File: src/rtl/imm_ext_stage.sv
// Registered immediate-extension stage: sign/zero-extends raw immediates by opcode,
// pre-shifts BZ/J offsets, and optionally merges a one-level prefix (IMM_PREFIX_EN).
module imm_ext_stage #(
  parameter int               IMM_W     = 14,
  parameter int               DATA_W    = 32,
  parameter int               OPC_W     = 6,
  parameter int               TAG_W     = 32,
  parameter int               OFF_SHIFT = 0,
  parameter logic [OPC_W-1:0] PFX_OPC   = OPC_W'(6'b001111)
) (
  input  logic              clk,
  input  logic              rst_n,
  input  logic              flush,
  input  logic              in_valid,
  output logic              in_ready,
  input  logic [OPC_W-1:0]  in_opcode,
  input  logic [IMM_W-1:0]  in_imm,
  input  logic [TAG_W-1:0]  in_tag,
  output logic              out_valid,
  input  logic              out_ready,
  output logic [OPC_W-1:0]  out_opcode,
  output logic [DATA_W-1:0] out_imm,
  output logic [TAG_W-1:0]  out_tag,
  output logic              out_prefixed
);

  localparam logic [OPC_W-1:0] OPC_ORI = OPC_W'(6'b000100);
  localparam logic [OPC_W-1:0] OPC_BZ  = OPC_W'(6'b001010);
  localparam logic [OPC_W-1:0] OPC_J   = OPC_W'(6'b001110);

  logic                 accept;
  logic                 is_pfx;
  logic                 load_en;
  logic                 use_pfx;
  logic [IMM_W-1:0]     pfx_bits;
  logic [2*IMM_W-1:0]   long_imm;
  logic [DATA_W-1:0]    ext_val;
  logic [DATA_W-1:0]    final_val;

  assign in_ready = rst_n && !flush && (!out_valid || out_ready);
  assign accept   = in_valid && in_ready;
  assign is_pfx   = (in_opcode == PFX_OPC);

`ifdef IMM_PREFIX_EN
  typedef enum logic {IDLE, HELD} pfx_state_t;
  pfx_state_t       state_reg, state_next;
  logic [IMM_W-1:0] pfx_reg;

  always_ff @(posedge clk or negedge rst_n) begin
    if (!rst_n) begin
      state_reg <= IDLE;
      pfx_reg   <= '0;
    end else begin
      state_reg <= state_next;
      if (accept && is_pfx)
        pfx_reg <= in_imm;
    end
  end

  always_comb begin
    state_next = state_reg;
    if (flush)
      state_next = IDLE;
    else if (accept)
      state_next = is_pfx ? HELD : IDLE;
  end

  // A prefix instruction is absorbed into pfx_reg and never reaches the output.
  assign load_en  = accept && !is_pfx;
  assign use_pfx  = (state_reg == HELD);
  assign pfx_bits = pfx_reg;

  always_ff @(posedge clk or negedge rst_n) begin
    if (!rst_n)
      out_prefixed <= 1'b0;
    else if (!flush && load_en)
      out_prefixed <= use_pfx;
  end
`else
  assign load_en      = accept;
  assign use_pfx      = 1'b0;
  assign pfx_bits     = '0;
  assign out_prefixed = 1'b0;
`endif

  assign long_imm = {pfx_bits, in_imm};

  // Sign bit sits at IMM_W-1 for a plain immediate and at 2*IMM_W-1 when prefixed.
  always_comb begin
    ext_val = '0;
    if (use_pfx) begin
      if (in_opcode == OPC_ORI)
        ext_val = DATA_W'(long_imm);
      else
        ext_val = DATA_W'($signed(long_imm));
    end else begin
      if (in_opcode == OPC_ORI)
        ext_val = DATA_W'(in_imm);
      else
        ext_val = DATA_W'($signed(in_imm));
    end
    final_val = ext_val;
    if (in_opcode == OPC_BZ || in_opcode == OPC_J)
      final_val = ext_val << OFF_SHIFT;
  end

  always_ff @(posedge clk or negedge rst_n) begin
    if (!rst_n) begin
      out_valid  <= 1'b0;
      out_opcode <= '0;
      out_imm    <= '0;
      out_tag    <= '0;
    end else if (flush) begin
      out_valid <= 1'b0;
    end else if (load_en) begin
      out_valid  <= 1'b1;
      out_opcode <= in_opcode;
      out_imm    <= final_val;
      out_tag    <= in_tag;
    end else if (out_valid && out_ready) begin
      out_valid <= 1'b0;
    end
  end

  // is_pfx only matters for the prefix build; keep it referenced otherwise.
  logic unused_ok;
  assign unused_ok = is_pfx;

endmodule

File: config.mk
export PLATFORM = sky130hd
export DESIGN_NAME = imm_ext_stage
export DESIGN_NICKNAME = d
export VERILOG_FILES = /design/src/rtl/imm_ext_stage.sv
export SDC_FILE = /design/constraint.sdc
export NUM_CORES = 1
export LEC_CHECK = 0
export ABC_AREA = 1
export ABC_CLOCK_PERIOD_IN_PS = 1030
export CAP_MARGIN = 40
export CORE_MARGIN = 2
export CORE_UTILIZATION = 40
export DETAILED_ROUTE_END_ITERATION = 6
export DONT_BUFFER_PORTS = 1
export GPL_TIMING_DRIVEN = 0
export PLACE_DENSITY_LB_ADDON = 0.25
export SYNTH_ARGS = -nofsm -noshare
export SYNTH_HDL_FRONTEND = slang
export SYNTH_SLANG_ARGS = --single-unit
export TNS_END_PERCENT = 30
File: constraint.sdc
create_clock -name clk -period 1.03 [get_ports clk]
set_input_delay 0.0515 -clock clk [delete_from_list [all_inputs] [get_ports clk]]
set_output_delay 0.0515 -clock clk [all_outputs]
set_load 0.02 [all_outputs]
Word-level counts from Yosys, hierarchy flattened

Index checks and enable logic that the tools add are counted.

Word-level logic and storage cells: 19
Register bits: 71
Input port bits: 57

Reductions and logical operators: 9
Eq/ne operators: 1
Bitwise logic cells: 1
Multiplexer cells: 4

Operators with widths:

| operator                                                        | count |
|---|---|
| 32-bit 2-to-1 mux                                               | 1 |
| 6-bit by 3-bit == test with 1-bit output, second input constant | 1 |
| 1-bit logical AND                                               | 4 |
| 1-bit 2-to-1 mux                                                | 3 |
| 3-bit nonzero test                                              | 1 |
| 1-bit zero test                                                 | 2 |
| 2-bit AND reduction                                             | 1 |
| 1-bit logical OR                                                | 1 |
| 1-bit NOT                                                       | 1 |

Depth between registers and ports, before layout

Gate-level depths: netlist (run 1).

Depth after elaboration: 6
Depth in mapped cells: 7

Worst setup path before layout (run 1)

Ideal clock, no wire load.

Path type: register to register
Start: register out_valid
End: register out_imm[30]
Setup time: 0.118 ns
Path buffers: 1
Path slack: -0.092 ns
Cell stages (with the launch flop): 6
Data arrival time: 1.004 ns
Cells stage by stage: dfrtp_1 -> nand2_2 -> nand3_2 -> buf_2 -> nand2_1 -> nand2_1

Word-level cells in the longest chain between the ends: 5

RTL lines:

| item                          | RTL line | RTL |
|---|---|---|
| start, declared               | 19       | `output logic out_valid,` |
| start signal, assigned        | 109      | `out_valid <= 1'b0;` |
| start signal, assigned        | 114      | `out_valid <= 1'b0;` |
| start signal, assigned        | 116      | `out_valid <= 1'b1;` |
| 1-bit zero test               | 40       | `assign in_ready = rst_n && !flush && (!out_valid \|\| out_ready);` |
| 1-bit logical OR              | 40       |  |
| 1-bit logical AND             | 40       |  |
| 1-bit logical AND             | 41       | `assign accept = in_valid && in_ready;` |
| 2-bit AND reduction (no line) | n/a      |  |
| end signal, assigned          | 118      | `out_imm <= final_val;` |
| end, declared                 | 22       | `output logic [DATA_W-1:0] out_imm,` |

Every way passes these cells.
A chain may end at the register's enable or synchronous reset.

Final worst setup path (run 1)

Start: register out_valid
End: register out_imm[9]

Same word-level chain as after synthesis.

==> impl_metrics.tcl, run 1 <==
set metrics [dict create \
    yosys.area.top_type_share_pct 59.15 \
    ctsRootBufferMaster "sky130_fd_sc_hd__clkbuf_8" \
    end_kind "register" \
    timing.critical_path.slowest_cell_delay_ps 490 \
    overall_global_routing_usage_pct 17.95 \
    post_synth_inst_count 256 \
    portBuffers 0 \
    dr.first_iter.drc_count 50 \
    ffs_latches_synth 54 \
    worstPathMaxFanout 5 \
    crit_path_cell_trace "nand2_4 > nand2_8 > nor2_8 > buf_4 > nand2_1 > nand2_1" \
    final_hold_viol_count 55 \
    setup_slack_ps -199.8 \
    critPathArrivalTime_ps 1480 \
    drc_errors 0 \
    synth-seq-area-share_pct 59.15 \
    yosys_warning_total 0 \
    timing.fmax_mhz 813.1 \
    synth_top_flop_cell "sky130_fd_sc_hd__dfrtp_1" \
    final_layout_size_suffix_gt1_share_pct 20.43 \
    synth_cell_types 15 \
    drt_pre_antenna_iters 5 \
    hold-worst-slack_ps -575.3 \
    yosys-top-cells-area "sky130_fd_sc_hd__dfrtp_1 59%, sky130_fd_sc_hd__nand2_1 24%, sky130_fd_sc_hd__buf_4 5.9%" \
    dp.final_hpwl_um 3261 \
    final_design_area_no_fill_um2 3136 \
    finalCriticalPeriod_ps 1230 \
    via_count_of_the_first_global_routing_pass 1825 \
    power_per_cell_area_nw_per_um2 1743 \
    count_of_max_cap_constraint_violations 0 \
    report.final.slew_viol_count 0 \
    detail_route.wl_per_cell_um 13.78 \
    critPathKind "register to register" \
    floorplan.die.height_um 79.58 \
    chipWidth_um 79.58 \
    critPathLaunchType "register" \
    tritoncts_clock_tree "yes" \
    grt_busiest_layer "met2" \
    ff2ff_setup_slack_ps -200 \
    std_cell_rows 27 \
    gpl.final_weighted_congestion 0.6905 \
    synth_enable_flop_cells 0 \
    status "complete, but fails checks" \
    timing.clock.skew_ps 9.219 \
    area.growth.synth_to_final_pct 37.24 \
    placeableCoreArea_um2 5507 \
    final_wirelength_um 5445 \
    yosysTopAreaCell "sky130_fd_sc_hd__dfrtp_1" \
    cts_hold_repair.buffers 53 \
    setup_tns_ps -11320 \
    cp_top_family "simple AND/OR/NAND/NOR gates" \
    layout_worst_path_cycle_share_pct 119.4 \
    violations_in_the_final_reports "hold timing, setup timing" \
    io_pins 130 \
    avgSynthCellArea_um2 8.925 \
    viasPerCell 4.719 \
    crit_path_frequent_cell "sky130_fd_sc_hd__nand2_1" \
    cts.htree.levels 2 \
    cts_inserted_buffers 5 \
    dpl-instance-area_um2 2409 \
    grt_max_degree 56 \
    synth_async_sr_flop_share_pct 100.0 \
    postSynthNetCount 313 \
    critPathRequiredTime_ps 1280 \
    report.final.setup_viol 72 \
    globalRouteOverflowTotal 0 \
    final_net_count 379 \
    grt_pass1_wl_um 8907 \
    total_leakage_power_uw 0.001639 \
    maximum_clock_insertion_buffer_count 2 \
    die_area_um2 6332 \
    n_antenna_cell 0 \
    most_numerous_cell_in_the_yosys_netlist "sky130_fd_sc_hd__nand2_1" \
    rsz0062_at_grt "true" \
    syn_area_um2 2285 \
    crit_path_max_delay_cell_type "sky130_fd_sc_hd__dfrtp_2" \
    clk_pin_slew_worst_paths_ps 100 \
    min-delay-path-class "input pin to async pin" \
    groute.layer.met2.usage_pct 28.49 \
    via_count 1864 \
    timing.critical_path.buf_inv 1 \
    final_antenna_net_count 0 \
    ir_drop_worst_case_vdd_mv 0.9851 \
    groute.layer.met3.usage_pct 5.995 \
    initial_utilization_pct 41.49 \
    grt_use_met1_pct 23.43 \
    number_of_antenna_violations_at_the_first_check_in_global_routing 0 \
    numClockSinks 54 \
    ys_top_cells_by_count "148 x sky130_fd_sc_hd__nand2_1, 54 x sky130_fd_sc_hd__dfrtp_1, 18 x sky130_fd_sc_hd__buf_4" \
    clock_latency_late_sink_ps 310 \
]
-- routing by layer --
metal	routed length, um	vias up
met5	0	-
met1	2196	870
li1	-	874
met2	2577	111
met3	582	9
met4	88	0
-- cells by family after synthesis --
| kind of cell | count (synthesis) | synth area share, % |
|---|---|---|
| simple gates | 166 | 29.79 |
| flops | 54 | 59.15 |
| buf+inv | 33 | 10.46 |
| compound gates | 2 | 0.4381 |
| other cells | 1 | 0.1641 |
-- final timing paths --
kind                       cells after the start         from            end
min reg2reg                                    2  out_tag[16]    out_tag[16]
max                                            6    out_valid     out_imm[9]
min                                            0        rst_n    out_tag[18]
max in group asynchronous                      0        rst_n    out_imm[30]
max reg2reg                                    6    out_valid     out_imm[9]
min in group clk                               2     in_valid  out_opcode[2]
-- stage by stage --
step                      setup WS, ps  hold WS (ps)  instances  util, %  power, uW
after floorplan                 -54.07        -244.1        256        -       3877
after global placement          -176.5        -242.7        328    43.74       4012
after detailed placement        -196.5        -243.0        328    43.74       4038
after CTS                       -207.7        -589.8        393    56.31       5490
after global routing            -293.2        -608.8        395    56.94       5777
final                           -199.8        -575.3        395    56.94       5465
-- state kept, by name, summed over array words and instances, names as in the netlist --
signal and flops:
out_opcode 6, out_tag 32, out_valid 1, out_imm 15
-- power breakdown --
| part | leakage, uW | internal [uW] | switching, uW |
|---|---|---|---|
| clock | 0.0000478 | 554 | 688 |
| combinational | 0.000923 | 491 | 509 |
| sequential | 0.000668 | 2480 | 746 |
-- layout make-up --
class                           instances  area (um2)
Clock buffer                            6       82.58
Clock inverter                          2       16.27
Sequential cell                        54        1356
Timing Repair Buffer                   58       568.0
Fill cell                             470        2371
Multi-Input combinational cell        170       752.0
Inverter                                5       18.77
Buffer                                 28       251.5
Tap cell                               72       90.09
-- cell usage in the layout (no fill, tap or decap) --
cell type	netlist	final
sky130_fd_sc_hd__nor2_8	1	1
sky130_fd_sc_hd__o21ai_1	0	1
sky130_fd_sc_hd__buf_4	18	23
sky130_fd_sc_hd__dfrtp_1	54	52
sky130_fd_sc_hd__inv_6	0	1
sky130_fd_sc_hd__buf_6	4	9
sky130_fd_sc_hd__dfrtp_4	0	1
sky130_fd_sc_hd__clkbuf_8	0	6
sky130_fd_sc_hd__nor2_1	3	3
sky130_fd_sc_hd__inv_1	5	4
sky130_fd_sc_hd__nand2_1	148	140
sky130_fd_sc_hd__dlygate4sd3_1	0	53
sky130_fd_sc_hd__nand3_1	2	2
sky130_fd_sc_hd__nand2_4	0	1
sky130_fd_sc_hd__nand2_2	10	16
sky130_fd_sc_hd__buf_8	1	1
sky130_fd_sc_hd__inv_2	0	1
sky130_fd_sc_hd__nand3_4	0	1
sky130_fd_sc_hd__dfrtp_2	0	1
sky130_fd_sc_hd__nor2_4	1	2
sky130_fd_sc_hd__conb_1	1	1
sky130_fd_sc_hd__o21ai_0	2	1
sky130_fd_sc_hd__nand2_8	0	1
sky130_fd_sc_hd__clkinvlp_4	0	1
-- what timing repair did --
action | CTS | global route
setup endpoints to repair | 72 | 72
resized for setup | 12 | 7
pin swaps | 3 | 1
setup buffers | 1 | 2
hold endpoints to repair | 108 | 54
gates cloned | 3 | 0
-- worst register-to-register path, stage by stage (launching register included) --
cell	delay [ps]
sky130_fd_sc_hd__dfrtp_2	490
sky130_fd_sc_hd__nand2_4	130
sky130_fd_sc_hd__nand2_8	80
sky130_fd_sc_hd__nor2_8	180
sky130_fd_sc_hd__buf_4	180
sky130_fd_sc_hd__nand2_1	60
sky130_fd_sc_hd__nand2_1	50
No activity file was read; power rests on OpenSTA's default activity.
==> run 2: changes to the inputs <==
--- a/config.mk
+++ b/config.mk
@@ -5,7 +5,7 @@
 export SDC_FILE = /design/constraint.sdc
 export NUM_CORES = 1
 export LEC_CHECK = 0
-export ABC_AREA = 1
+export ABC_AREA = 0
 export ABC_CLOCK_PERIOD_IN_PS = 1030
 export CAP_MARGIN = 40
 export CORE_MARGIN = 2
@@ -13,7 +13,7 @@
 export DETAILED_ROUTE_END_ITERATION = 6
 export DONT_BUFFER_PORTS = 1
 export GPL_TIMING_DRIVEN = 0
-export PLACE_DENSITY_LB_ADDON = 0.25
+export PLACE_DENSITY = 0.58
 export SYNTH_ARGS = -nofsm -noshare
 export SYNTH_HDL_FRONTEND = slang
 export SYNTH_SLANG_ARGS = --single-unit
==> impl_metrics.tcl, run 2 <==
set metrics [dict create \
    dr.first_iter.drc_count 26 \
    power_frac_seq_pct 58.4 \
    timing.fmax_mhz 705.4 \
    ff_latch_area_um2 1356 \
    power.internal_uw 3935 \
    most_numerous_cell_in_the_yosys_netlist "sky130_fd_sc_hd__dfrtp_1" \
    cts.htree.levels 2 \
    layout.core_utilization_pct 57.35 \
    power_per_cell_area_nw_per_um2 1984 \
    min-delay-path-class "input pin to async pin" \
    die_area_um2 6016 \
    placeableCoreArea_um2 5172 \
    yosys_warning_total 0 \
    yosys.area.top_type_share_pct 62.43 \
    drt_pre_antenna_iters 2 \
    status "complete, but fails checks" \
    numClockSinks 54 \
    gpl.final_weighted_congestion 0.6346 \
    final_layout_size_suffix_gt1_share_pct 44.50 \
    timing.clock.skew_ps 8.151 \
    report.final.setup_viol 72 \
    ctsRootBufferMaster "sky130_fd_sc_hd__clkbuf_8" \
    initial_utilization_pct 41.85 \
    end_kind "register" \
    overall_global_routing_usage_pct 15.52 \
    via_count 1306 \
    number_of_antenna_violations_at_the_first_check_in_global_routing 0 \
    n_antenna_cell 0 \
    avgSynthCellArea_um2 15.69 \
    post_synth_inst_count 138 \
    final_wirelength_um 4590 \
    ys_top_cells_by_count "54 x sky130_fd_sc_hd__dfrtp_1, 53 x sky130_fd_sc_hd__mux2_2, 18 x sky130_fd_sc_hd__buf_4" \
    drc_errors 0 \
    crit_path_cell_trace "nand2b_4 > nand4b_1 > buf_6 > buf_6 > mux2_2" \
    yosys-top-cells-area "sky130_fd_sc_hd__dfrtp_1 62%, sky130_fd_sc_hd__mux2_2 28%, sky130_fd_sc_hd__buf_4 6.2%" \
    ir_drop_worst_case_vdd_mv 1.154 \
    std_cell_rows 26 \
    area.growth.synth_to_final_pct 37.05 \
    regMostFlops "out_tag" \
    filler_cell_count 402 \
    timing.critical_path.slowest_cell_delay_ps 460 \
    synth_async_sr_flop_share_pct 100.0 \
    globalRouteOverflowTotal 0 \
    cts_hold_repair.buffers 53 \
    final_hold_viol_count 55 \
    io_pins 130 \
    ffs_latches_synth 54 \
    viasPerCell 4.837 \
    floorplan.die.height_um 77.56 \
    critPathArrivalTime_ps 1610 \
    total_leakage_power_uw 0.001300 \
    synth-seq-area-share_pct 62.43 \
    comb_power_share_pct 18.3 \
    crit_path_max_delay_cell_type "sky130_fd_sc_hd__dfrtp_2" \
    ff2ff_path_depth 5 \
    grt_pass1_wl_um 7176 \
    critPathLaunchType "register" \
    sw_share_pct 33.13 \
    maximum_clock_insertion_buffer_count 2 \
    postSynthNetCount 195 \
    synth_cell_types 11 \
    place.detailed.instances 208 \
    dp.final_hpwl_um 3063 \
    violations_in_the_final_reports "hold timing, setup timing" \
    switching_power_of_the_nets_uw 1950 \
    flip_flop_count_of_the_largest_register_after_layout 32 \
    critPathRequiredTime_ps 1220 \
    syn_area_um2 2165 \
    rsz0062_at_grt "true" \
    crit_path_frequent_cell "sky130_fd_sc_hd__buf_6" \
    multiInputGateArea_um2 656.9 \
    largestRegisters "out_tag: 32 flops, out_imm: 15 flops, out_opcode: 6 flops" \
    yosysTopAreaCell "sky130_fd_sc_hd__dfrtp_1" \
    count_of_max_cap_constraint_violations 0 \
    via_count_of_the_first_global_routing_pass 1484 \
    worstPathMaxFanout 10 \
    grt_max_degree 57 \
    detail_route.wl_per_cell_um 17.00 \
    layoutNonFillerInstCount 270 \
    portBuffers 0 \
    clock_latency_late_sink_ps 300 \
    critPathKind "register to register" \
    clk_pin_slew_worst_paths_ps 90 \
    chipWidth_um 77.56 \
    final_antenna_net_count 0 \
    report.final.slew_viol_count 0 \
    finalCriticalPeriod_ps 1418 \
    tritoncts_clock_tree "yes" \
    setup_slack_ps -387.6 \
    hold-worst-slack_ps -568.8 \
    synth_enable_flop_cells 0 \
    cts_inserted_buffers 5 \
    clockPowerShare_pct 23.3 \
    final_net_count 256 \
    synth_top_flop_cell "sky130_fd_sc_hd__dfrtp_1" \
    layout_worst_path_cycle_share_pct 137.6 \
    setup_tns_ps -21260 \
    commonest_cells_after_routing_fill_and_taps_aside "53 x sky130_fd_sc_hd__mux2_2, 53 x sky130_fd_sc_hd__dlygate4sd3_1, 52 x sky130_fd_sc_hd__dfrtp_1" \
]
run 2: cell count changes after synthesis, moves of 3 or more:
cell | previous run | this run
sky130_fd_sc_hd__buf_6 | 4 | 0
sky130_fd_sc_hd__inv_1 | 5 | 0
sky130_fd_sc_hd__mux2_2 | 0 | 53
sky130_fd_sc_hd__nand2_1 | 148 | 0
sky130_fd_sc_hd__nand2_2 | 10 | 0
sky130_fd_sc_hd__nor2_1 | 3 | 0
run 2: worst max-delay path: cells and delay by family, from the launching register on:
family,cells,cell delay (ps)
flops,1,460
simple gates,2,170
buf+inv,2,320
mux,1,340
run 2: cell type report:
| cell class | count | area share (%) |
|---|---|---|
| plain buffers | 24 | 7.339 |
| clock buffers | 6 | 2.446 |
| clock inverters | 2 | 1.265 |
| multi-input cells | 60 | 22.14 |
| flip-flops and latches | 54 | 45.72 |
| well taps | 70 | 2.952 |
| repair buffers | 54 | 18.14 |
run 2: metal layers:
metal  wire length, um  global-route usage, %  up-vias
met3               467                  6.512        6
li1                  -                      -      575
met2              2537                  28.52       86
met4                65                  6.429        0
met1              1519                  15.21      639
met5                 0                      0        -
run 2: final timing paths:
check,slack [ps],endpoint,from
max,-390,out_tag[17],out_valid
min,-570,out_imm[1],rst_n
max reg2reg,-390,out_tag[17],out_valid
min reg2reg,670,out_valid,out_valid
max in group asynchronous,1490,out_imm[30],rst_n
min in group clk,-50,out_valid,out_ready
run 2: kinds of logic after synthesis:
| family | synth area share, % |
|---|---|
| DFF | 62.43 |
| buffers and inverters | 7.630 |
| other | 0.1732 |
| muxes | 27.57 |
| AOI/OAI and AO/OA | 0.6357 |
| and+or+nand+nor | 1.561 |
run 2: repair_timing:
item / 4_1_cts / 5_1_grt
setup endpoints to repair: 73 / 72
setup buffers: 1 / 0
hold endpoints to repair: 107 / 55
cloned: 0 / 0
gates resized for setup: 6 / 2
run 2: per-stage QoR:
| step | total power [uW] | setup WS (ps) | cell area [um2] |
|---|---|---|---|
| after global placement | 4329 | -398.2 | 2291 |
| after floorplan | 4190 | -282.0 | 2203 |
| after detailed placement | 4380 | -421.7 | 2291 |
| final | 5885 | -387.6 | 2967 |
| after CTS | 5939 | -385.4 | 2959 |
| after global routing | 6164 | -463.6 | 2967 |
run 2: power by group through the flow:
stage	clock (uW)	combinational, uW	sequential [uW]
after floorplan	0	835	3350
final	1370	1080	3440
after CTS	1430	1070	3440
after global routing	1530	1150	3490
after global placement	0	877	3450
after detailed placement	0	907	3470
